--- src/rtl/clock_ctrl.sv ---
// clock_ctrl: run/stop/single-step CPU clock generator with programmable
// divider, halt/break handling and a CPU cycle counter.
// Optional feature macro: CLOCK_CTRL_BRK_EN (honour the brk input).
module clock_ctrl #(
  parameter int DIV_W = 8,
  parameter int CNT_W = 16
) (
  input  logic             clk,
  input  logic             rst,
  input  logic             run_req,
  input  logic             stop_req,
  input  logic             step_req,
  input  logic [DIV_W-1:0] div,
  input  logic             brk,
  input  logic             hlt,
  output logic             cpu_clk,
  output logic             cpu_iclk,
  output logic             ctrlen,
  output logic [1:0]       state,
  output logic [CNT_W-1:0] cycles
);

  typedef enum logic [1:0] {
    PAUSED = 2'd0,
    RUN    = 2'd1,
    STEP   = 2'd2,
    HALTED = 2'd3
  } state_t;

  state_t             state_q, state_d;
  logic [DIV_W-1:0]   cnt_q, cnt_d;
  logic               cpu_clk_q, cpu_clk_d;
  logic [CNT_W-1:0]   cycles_q, cycles_d;
  logic               stop_pend_q, stop_pend_d;
  logic               brk_en;
  logic               half_done;

`ifdef CLOCK_CTRL_BRK_EN
  assign brk_en = brk;
`else
  logic unused_brk;
  assign unused_brk = brk;
  assign brk_en     = 1'b0;
`endif

  // end of the current cpu_clk half-period; div is sampled at every compare
  assign half_done = (cnt_q == div);

  // state register and datapath flops, all cleared asynchronously
  always_ff @(posedge clk or posedge rst) begin
    if (rst) begin
      state_q     <= PAUSED;
      cnt_q       <= '0;
      cpu_clk_q   <= 1'b0;
      cycles_q    <= '0;
      stop_pend_q <= 1'b0;
    end else begin
      state_q     <= state_d;
      cnt_q       <= cnt_d;
      cpu_clk_q   <= cpu_clk_d;
      cycles_q    <= cycles_d;
      stop_pend_q <= stop_pend_d;
    end
  end

  // next-state, divider, clock toggle and cycle counting
  always_comb begin
    state_d     = state_q;
    cnt_d       = cnt_q;
    cpu_clk_d   = cpu_clk_q;
    cycles_d    = cycles_q;
    stop_pend_d = stop_pend_q;

    unique case (state_q)
      PAUSED: begin
        cnt_d       = '0;
        cpu_clk_d   = 1'b0;
        stop_pend_d = 1'b0;
        if (run_req)       state_d = RUN;
        else if (step_req) state_d = STEP;
      end

      RUN: begin
        // a stop arriving this edge counts as pending immediately, so a
        // low phase pauses without ever producing another rise
        stop_pend_d = stop_pend_q | stop_req;
        if (!cpu_clk_q && stop_pend_d) begin
          state_d     = PAUSED;
          cnt_d       = '0;
          stop_pend_d = 1'b0;
        end else if (half_done) begin
          cnt_d     = '0;
          cpu_clk_d = ~cpu_clk_q;
          if (!cpu_clk_q) begin
            cycles_d = cycles_q + 1'b1;
          end else if (hlt) begin
            state_d     = HALTED;
            stop_pend_d = 1'b0;
          end else if (brk_en || stop_pend_d) begin
            state_d     = PAUSED;
            stop_pend_d = 1'b0;
          end
        end else begin
          cnt_d = cnt_q + 1'b1;
        end
      end

      STEP: begin
        if (half_done) begin
          cnt_d     = '0;
          cpu_clk_d = ~cpu_clk_q;
          if (!cpu_clk_q) cycles_d = cycles_q + 1'b1;
          else if (hlt)   state_d  = HALTED;
          else            state_d  = PAUSED;
        end else begin
          cnt_d = cnt_q + 1'b1;
        end
      end

      HALTED: begin
        cnt_d       = '0;
        cpu_clk_d   = 1'b0;
        stop_pend_d = 1'b0;
      end

      default: state_d = PAUSED;
    endcase
  end

  assign cpu_clk  = cpu_clk_q;
  assign cpu_iclk = ~cpu_clk_q;
  assign ctrlen   = (state_q != HALTED);
  assign state    = state_q;
  assign cycles   = cycles_q;

endmodule

--- config.mk ---
export PLATFORM = sky130hd
export DESIGN_NAME = clock_ctrl
export DESIGN_NICKNAME = d
export VERILOG_FILES = /design/src/rtl/clock_ctrl.sv
export SDC_FILE = /design/constraint.sdc
export NUM_CORES = 1
export LEC_CHECK = 0
export CELL_PAD_IN_SITES_DETAIL_PLACEMENT = 1
export CELL_PAD_IN_SITES_GLOBAL_PLACEMENT = 2
export CORE_ASPECT_RATIO = 2
export CORE_MARGIN = 2
export CORE_UTILIZATION = 33
export CTS_CLUSTER_SIZE = 25
export DETAILED_ROUTE_END_ITERATION = 16
export GPL_TIMING_DRIVEN = 1
export PLACE_DENSITY = 0.82
export SETUP_SLACK_MARGIN = 0.02
export SYNTH_ARGS = -nofsm -noshare
export SYNTH_HDL_FRONTEND = slang
export SYNTH_SLANG_ARGS = --single-unit
export TNS_END_PERCENT = 100
--- constraint.sdc ---
create_clock -name clk -period 3.47 [get_ports clk]
set_input_delay 0.694 -clock clk [delete_from_list [all_inputs] [get_ports clk]]
set_output_delay 0.694 -clock clk [all_outputs]
set_load 0.01 [all_outputs]
==> summary.md, run 1 <==
| Metric | Value |
|---|---|
| Required @ worst endpoint | `3.68 ns` |
| Clock root buffer | `clkbuf_8` |
| Sequential-to-total area share from yosys stat | `0.450` |
| Clock period minus worst slack | `2.47 ns` |
| Finished Core Util | `0.445` |
| Vias per inst | `~5` |
| Synth Area in Compound Gates | `0.0530` |
| Fmax | `between 400 and 500 MHz` |
| XOR/XNOR Fraction of Synth Area | `0.163` |
| Crit path DAT | `between 2 and 3 ns` |
| Largest family of logic cells by synthesized area | `simple AND/OR/NAND/NOR gates` |
| Reg2reg start | `state[1]` |
| I/O pin count | `36` |
| Initial drt markers | `8` |
| DR vias | `1225` |
| NetSw | `between 0.0003 and 0.0004 W` |
| Total CTS buffers | `3` |
| Max Cap Viol | `0` |
| Non-Filler Cell Area, Final | `a little over 2000 µm²` |
| RSZ-0062 raised after global routing | `false` |
| Mux contribution to synthesized area | `0.00723` |
| H-tree levels | `1` |
| Routed metal-1 wirelength | `1.34 mm` |
| CP startpoint kind | `primary input` |
| Metal2 WL | `around 2.0 mm` |
| Placed inst area | `between 1500 and 2000 µm²` |
| Vert. Die Dim | `a little over 100 µm` |
| Clock-pin slew on the worst setup and hold paths | `roughly 0.10 ns` |
| Area Overhead vs Synth | `30.1%` |
| HP Class | `flop to flop` |
| WL final | `3.54 mm` |
| LEAKAGE | `approximately 0.96 nW` |
| Syn Nets | `roughly 180` |
| Cts repair resizes | `0` |
| # diodes | `0` |
| Min-delay src | `cycles[15]` |
| Internal power | `0.000685 W` |
| Crit. End Element | `flop` |
| Combinational share of power | `0.372` |
| Post-detail-place hpwl | `between 2 and 3 mm` |
| Final hold violation count | `0` |
| CTS tree | `done` |
| Synth Instances | `about 150` |
| Simple-Gate Fraction of Synth Area | `0.230` |
| FF+latch count, synth | `28` |
| Die W | `around 53 µm` |
| Clock network fraction of total power | `0.246` |
| Syn_area_per_cell | `10.2 µm²` |
| Wire length on met3 | `89 µm` |
| Clock latency at the later pin of the worst-skew pair | `0.28 ns` |
| Tcrit/Tclk final | `0.711` |
| Final GP Congestion | `~0.74` |
| DIE AREA | `5320 µm²` |
| Synth Area in Adders | `0.0562` |
| Setup bufs post-CTS | `0` |
| Crit path kind | `primary input to flop` |
| Power Dens Cells | `around 520 nW/µm²` |
| Grt ovf | `0` |
| DRC | `0` |
| Peak supply drop | `0.000441 V` |
| Rows | `35` |
| Switching share of total power | `0.351` |
| Worst-margin pin slew | `between 0.6 and 0.7 ns` |
| Final Setup Violations | `0` |
| Per-cell routed wire length | `around 14 µm` |
| GRT Total Usage | `0.150` |
| Netlist cell types | `31` |
| Cell Area, Synth | `approximately 1600 µm²` |
| Top Layer Used | `met4` |
| Final Max Tran Viols | `0` |
| CP startpoint | `div[6]` |
| Filler instances | `540` |
| Share of power burned in registers | `0.381` |
| Initial antenna violation count | `0` |
| Yosys warns | `0` |
| CTS Hold Bufs | `0` |
| Clock Path Buffers | `2` |
| Post-DRT Antenna Nets | `0` |
| Setup TNS | `0 ns` |
| Core area | `~4600 µm²` |
| Fin nets | `approximately 210` |
| Worst Skew | `between 0.008 and 0.009 ns` |
| IO Port Bufs | `34` |
| Share of cells above drive strength 1 | `0.0737` |
| Clock sinks | `28` |
| Rel. slew slack | `0.559` |
| DRT Pass-1 Iters | `4` |
| Status | `finished, final reports clean` |
| Vias in the first global route | `~1400` |
| Hold slack final | `0.477 ns` |
| CP Max Fanout | `13` |
| First-pass GRT wire length | `approximately 6 mm` |
| Initial Util | `0.342` |
| Largest net degree at the start of global routing | `29` |
-- worst max-delay path, stage by stage --
cell,delay [ns]
clkdlybuf4s50_1,0.41
xor2_1,0.16
nor4_1,0.29
nand2_1,0.30
buf_4,0.29
nor4_1,0.35
xor2_1,0.17
-- metrics by stage --
| stage | power, W | std cells | setup WS, ns |
|---|---|---|---|
| after floorplan | 0.000662 | 153 | 1.47 |
| after global placement | 0.000794 | 241 | 0.766 |
| after detailed placement | 0.000810 | 241 | 0.703 |
| after CTS | 0.00108 | 245 | 1.00 |
| after global routing | 0.00114 | 245 | 0.852 |
| final | 0.00106 | 245 | 1.00 |
-- cells in the mapped netlist --
master      n  area (µm²)
a21oi_1     3        15.0
a221oi_1    1        8.76
a2bb2oi_1   2        17.5
a31o_2      1        8.76
a31oi_1     1        6.26
and2_1      1        6.26
and3_1      2        12.5
buf_6       2        22.5
clkbuf_1    1        3.75
dfrtp_1    28         701
ha_1        7        87.6
inv_1      10        37.5
mux2_2      1        11.3
nand2_1    11        41.3
nand2b_1    1        6.26
nand3_1     7        35.0
nand3_4     1        17.5
nand4_1     3        18.8
nand4_2     1        12.5
nor2_1     20        75.1
nor3_1      5        25.0
nor4_1      5        31.3
nor4_2      1        12.5
nor4_4      2        42.5
o211ai_1    1        7.51
o21ai_0     2        10.0
o21ai_2     1        8.76
or3_1       1        6.26
or4_1       2        15.0
xnor2_1     5        43.8
xor2_1     24         210
-- logic make-up (layout without fill, tap and decap cells) --
kind of cell / after synthesis / after routing
simple gates: 63 / 63
xor+xnor: 29 / 29
flops: 28 / 28
buf+inv: 13 / 50
compound gates: 12 / 12
fa+ha+maj: 7 / 7
mux: 1 / 1
-- placed cells by master, fill, tap and decap left out --
cell,count
clkdlybuf4s50_1,34
dfrtp_1,28
xor2_1,24
nor2_1,20
nand2_1,11
inv_1,10
nand3_1,7
ha_1,7
nor4_1,5
nor3_1,5
xnor2_1,5
nand4_1,3
a21oi_1,3
clkbuf_8,3
nor4_4,2
and3_1,2
o21ai_0,2
a2bb2oi_1,2
or4_1,2
buf_4,2
o21ai_2,1
nand3_4,1
mux2_2,1
a31o_2,1
or3_1,1
nand4_2,1
o211ai_1,1
nand2b_1,1
a221oi_1,1
and2_1,1
a31oi_1,1
nor4_2,1
bufinv_16,1
-- area by class of cell --
| cell class | count | area [µm²] | share of cell area |
|---|---|---|---|
| flip-flops and latches | 28 | 701 | 0.346 |
| clock buffers | 3 | 41.3 | 0.0204 |
| repair buffers | 36 | 355 | 0.175 |
| clock inverters | 1 | 30.0 | 0.0148 |
| well taps | 55 | 68.8 | 0.0340 |
| multi-input cells | 112 | 793 | 0.391 |
| inverters | 10 | 37.5 | 0.0185 |
-- power by group through the flow --
stage          logic (W)  registers [W]  clock network, W
3_5_place_dp    0.000400       0.000411                 0
6_report        0.000393       0.000402          0.000260
2_1_floorplan   0.000256       0.000407                 0
3_3_place_gp    0.000387       0.000407                 0
5_1_grt         0.000447       0.000411          0.000281
4_1_cts         0.000402       0.000405          0.000271
-- layer usage --
| layer | vias to the layer above | track usage |
|---|---|---|
| met3 | 5 | 0.0147 |
| met5 | - | 0 |
| met2 | 24 | 0.290 |
| met1 | 602 | 0.155 |
| met4 | 0 | 0.0611 |
| li1 | 594 | - |
-- registers in the layout, summed over array words and instances, names as in the netlist --
signal	cells
cnt_q	8
cpu_clk	1
cycles	16
state	2
stop_pend_q	1
-- path summary, 6_finish.rpt --
path / to / slack (ns) / cells past startpoint
hold reg to reg: cycles[15] / 0.48 / 1
hold / removal: cycles[15] / 0.48 / 1
setup reg to reg: cycles[15] / 1.19 / 6
min in group asynchronous: cnt_q[1] / 0.79 / 3
max in group asynchronous: cycles[7] / 2.41 / 3
setup / recovery: cycles[8] / 1.00 / 7
Note: power is estimated with default switching activity, not from simulation.
==> inputs of run 2 (changes only) <==
--- a/config.mk
+++ b/config.mk
@@ -9,11 +9,11 @@
 export CELL_PAD_IN_SITES_GLOBAL_PLACEMENT = 2
 export CORE_ASPECT_RATIO = 2
 export CORE_MARGIN = 2
-export CORE_UTILIZATION = 33
+export CORE_UTILIZATION = 31
 export CTS_CLUSTER_SIZE = 25
 export DETAILED_ROUTE_END_ITERATION = 16
 export GPL_TIMING_DRIVEN = 1
-export PLACE_DENSITY = 0.82
+export PLACE_DENSITY = 0.78
 export SETUP_SLACK_MARGIN = 0.02
 export SYNTH_ARGS = -nofsm -noshare
 export SYNTH_HDL_FRONTEND = slang
==> constraint.sdc (replaced) <==
create_clock -name clk -period 2.5 [get_ports clk]
set_input_delay 0.5 -clock clk [delete_from_list [all_inputs] [get_ports clk]]
set_output_delay 0.5 -clock clk [all_outputs]
set_load 0.01 [all_outputs]
==> run 2 against run 1 <==
Compared with the run above:
- final cell count is 2.0% higher
- via count is 1.1% higher
- die area is 6.1% higher
- first-iteration DRC count is 25% higher
- total power is 36% higher
- clock power is 10% higher
- sequential power is 37% higher
- sequential share of layout area is 0.36 points lower
- critical path type is now flop to flop
- largest cell class unchanged
==> summary.md, run 2 (synthesized netlist as in run 1, its figures left out) <==
| Metric | Value |
|---|---|
| Worst-margin pin slew | `0.647 ns (-0.0114 ns)` |
| Vias in the first global route | `1317 (-2.7%)` |
| Commonest non-fill, non-tap cell in the layout | `clkdlybuf4s50_1` |
| Post-detail-place hpwl | `2.86 mm (+3.5%)` |
| HP Class | `flop to flop` |
| Crit-path cells | `inv_1 > ha_1 > nand3_4 > or3_1 > nor4_4 > xor2_1` |
| WL final | `3.64 mm (+3.0%)` |
| Crit. End Element | `flop` |
| Max Cap Viol | `0 (unchanged)` |
| DRC | `0 (unchanged)` |
| Crit path kind | `flop to flop` |
| # diodes | `0 (unchanged)` |
| Final GP Congestion | `0.784 (+5.9%)` |
| Worst Skew | `0.0127 ns (+0.00422 ns)` |
| Tcrit/Tclk final | `0.892` |
| Initial Util | `0.320 (-0.0218)` |
| I/O pin count | `36 (unchanged)` |
| First-pass GRT wire length | `6.11 mm (+1.8%)` |
| Filler instances | `587 (+8.7%)` |
| Final WS setup | `0.270 ns (-0.734 ns)` |
| Share of cells above drive strength 1 | `0.0881 (+0.0144)` |
| Clock root buffer | `clkbuf_8` |
| CP Buf/Inv Count | `1 (-1)` |
| CP Max Fanout | `7 (-6)` |
| Post-layout power | `0.00144 W (+36%)` |
| Grt ovf | `0 (unchanged)` |
| LEAKAGE | `0.972 nW (+1.5%)` |
| Delay-heaviest family, CP | `simple AND/OR/NAND/NOR gates` |
| Core area | `4860 µm² (+6.8%)` |
| Per-cell routed wire length | `14.6 µm (+0.94%)` |
| CTS Hold Bufs | `0 (unchanged)` |
| H-tree levels | `1 (unchanged)` |
| Initial drt markers | `10 (+2)` |
| Crit path DAT | `2.44 ns (-0.24 ns)` |
| Finished Core Util | `0.421 (-0.0240)` |
| Fin nets | `216 (+1.4%)` |
| Final Setup Violations | `0 (unchanged)` |
| Final hold violation count | `0 (unchanged)` |
| Fmax | `448 MHz` |
| Largest net degree at the start of global routing | `29 (unchanged)` |
| Rel. slew slack | `0.567 (+0.00764)` |
| Clock period minus worst slack | `between 2 and 2.5 ns` |
| DIE AREA | `5640 µm² (+6.1%)` |
| Setup WS pre-CTS | `0.108 ns (-0.595 ns)` |
| Peak supply drop | `0.000455 V (+3.3%)` |
| Max FFs per register | `16 (unchanged)` |
| Clock sinks | `28 (unchanged)` |
| Final Max Tran Viols | `0 (unchanged)` |
| Clock-pin slew on the worst setup and hold paths | `0.10 ns (about the same)` |
| GRT Total Usage | `0.141 (-0.00887)` |
| RSZ-0062 raised after global routing | `false` |
| NetSw | `0.000528 W (+43%)` |
| Clock latency at the later pin of the worst-skew pair | `0.28 ns (about the same)` |
| Internal power | `0.000909 W (+33%)` |
| Vias per inst | `4.96 (-0.88%)` |
| CTS tree | `done` |
| Post-DRT Antenna Nets | `0 (unchanged)` |
| Initial antenna violation count | `0 (unchanged)` |
| Share of power burned in registers | `0.382 (about the same)` |
| IO Port Bufs | `34 (unchanged)` |
| DR vias | `1239 (+1.1%)` |
| Area of the multi-input gates | `793 µm² (unchanged)` |
| Required @ worst endpoint | `2.71 ns (-0.97 ns)` |
| Die W | `54.1 µm (+2.9%)` |
| Clock Path Buffers | `2 (unchanged)` |
| Hold slack final | `0.477 ns (+0.000470 ns)` |
| Cts repair resizes | `0 (unchanged)` |
| Setup TNS | `0 ns (unchanged)` |
| Switching share of total power | `0.367 (+0.0165)` |
| Total CTS buffers | `3 (unchanged)` |
| Clock network fraction of total power | `0.200 (-0.046)` |
| Power Dens Cells | `701 nW/µm² (+35%)` |
| Status | `finished, final reports clean` |
| Max incr delay on CP | `0.55 ns (+0.14 ns)` |
| Setup bufs post-CTS | `0 (unchanged)` |
| Most frequent cells in the layout | `clkdlybuf4s50_1 (34), dfrtp_1 (28), xor2_1 (24), nor2_1 (20), nand2_1 (11)` |
| Vert. Die Dim | `104 µm (+3.0%)` |
| DRT Pass-1 Iters | `4 (unchanged)` |
| Combinational share of power | `0.418 (+0.046)` |
| CP startpoint kind | `flop` |
| Reg area | `701 µm² (unchanged)` |
| Crit-path slowest cell | `or3_1` |
| R2R Setup Slk | `0.27 ns (-0.92 ns)` |
| Area Overhead vs Synth | `31.5%` |
| Rows | `36 (+2.9%)` |
run 2: layout make-up:
| cell class | count | share of cell area |
|---|---|---|
| repair buffers | 39 | 0.191 |
| well taps | 57 | 0.0348 |
| clock buffers | 4 | 0.0269 |
| multi-input cells | 112 | 0.387 |
| inverters | 10 | 0.0183 |
| flip-flops and latches | 28 | 0.342 |
run 2: final timing paths:
kind | start | to | depth (start not counted)
worst max register to register | state[0] | cycles[13] | 6
worst max-delay path | state[0] | cycles[13] | 6
max in group asynchronous | rst | cycles[14] | 3
min in group asynchronous | rst | state[0] | 3
worst min-delay path | cycles[15] | cycles[15] | 1
worst min register to register | cycles[15] | cycles[15] | 1
run 2: power groups by stage:
stage / Clock, W / Combinational (W) / Sequential, W
after floorplan: 0 / 0.000355 / 0.000564
after global routing: 0.000314 / 0.000679 / 0.000559
after CTS: 0.000293 / 0.000613 / 0.000552
after global placement: 0 / 0.000584 / 0.000557
after detailed placement: 0 / 0.000610 / 0.000561
final: 0.000287 / 0.000600 / 0.000550
run 2: stage by stage:
| stage | std cells | instance area [µm²] |
|---|---|---|
| finish | 250 | 2050 |
| global route | 250 | 2050 |
| CTS | 250 | 2050 |
| detailed placement | 246 | 1990 |
| global placement | 246 | 1990 |
| floorplan | 153 | 1560 |
run 2: routing by layer:
metal	part of all wire	wire length [µm]	vias up	global-route usage
li1	-	-	601	-
met1	0.38	1380	614	0.154
met2	0.58	2120	20	0.264
met3	0.028	103	4	0.0187
met4	0.011	41	0	0.0375
met5	0	0	-	0
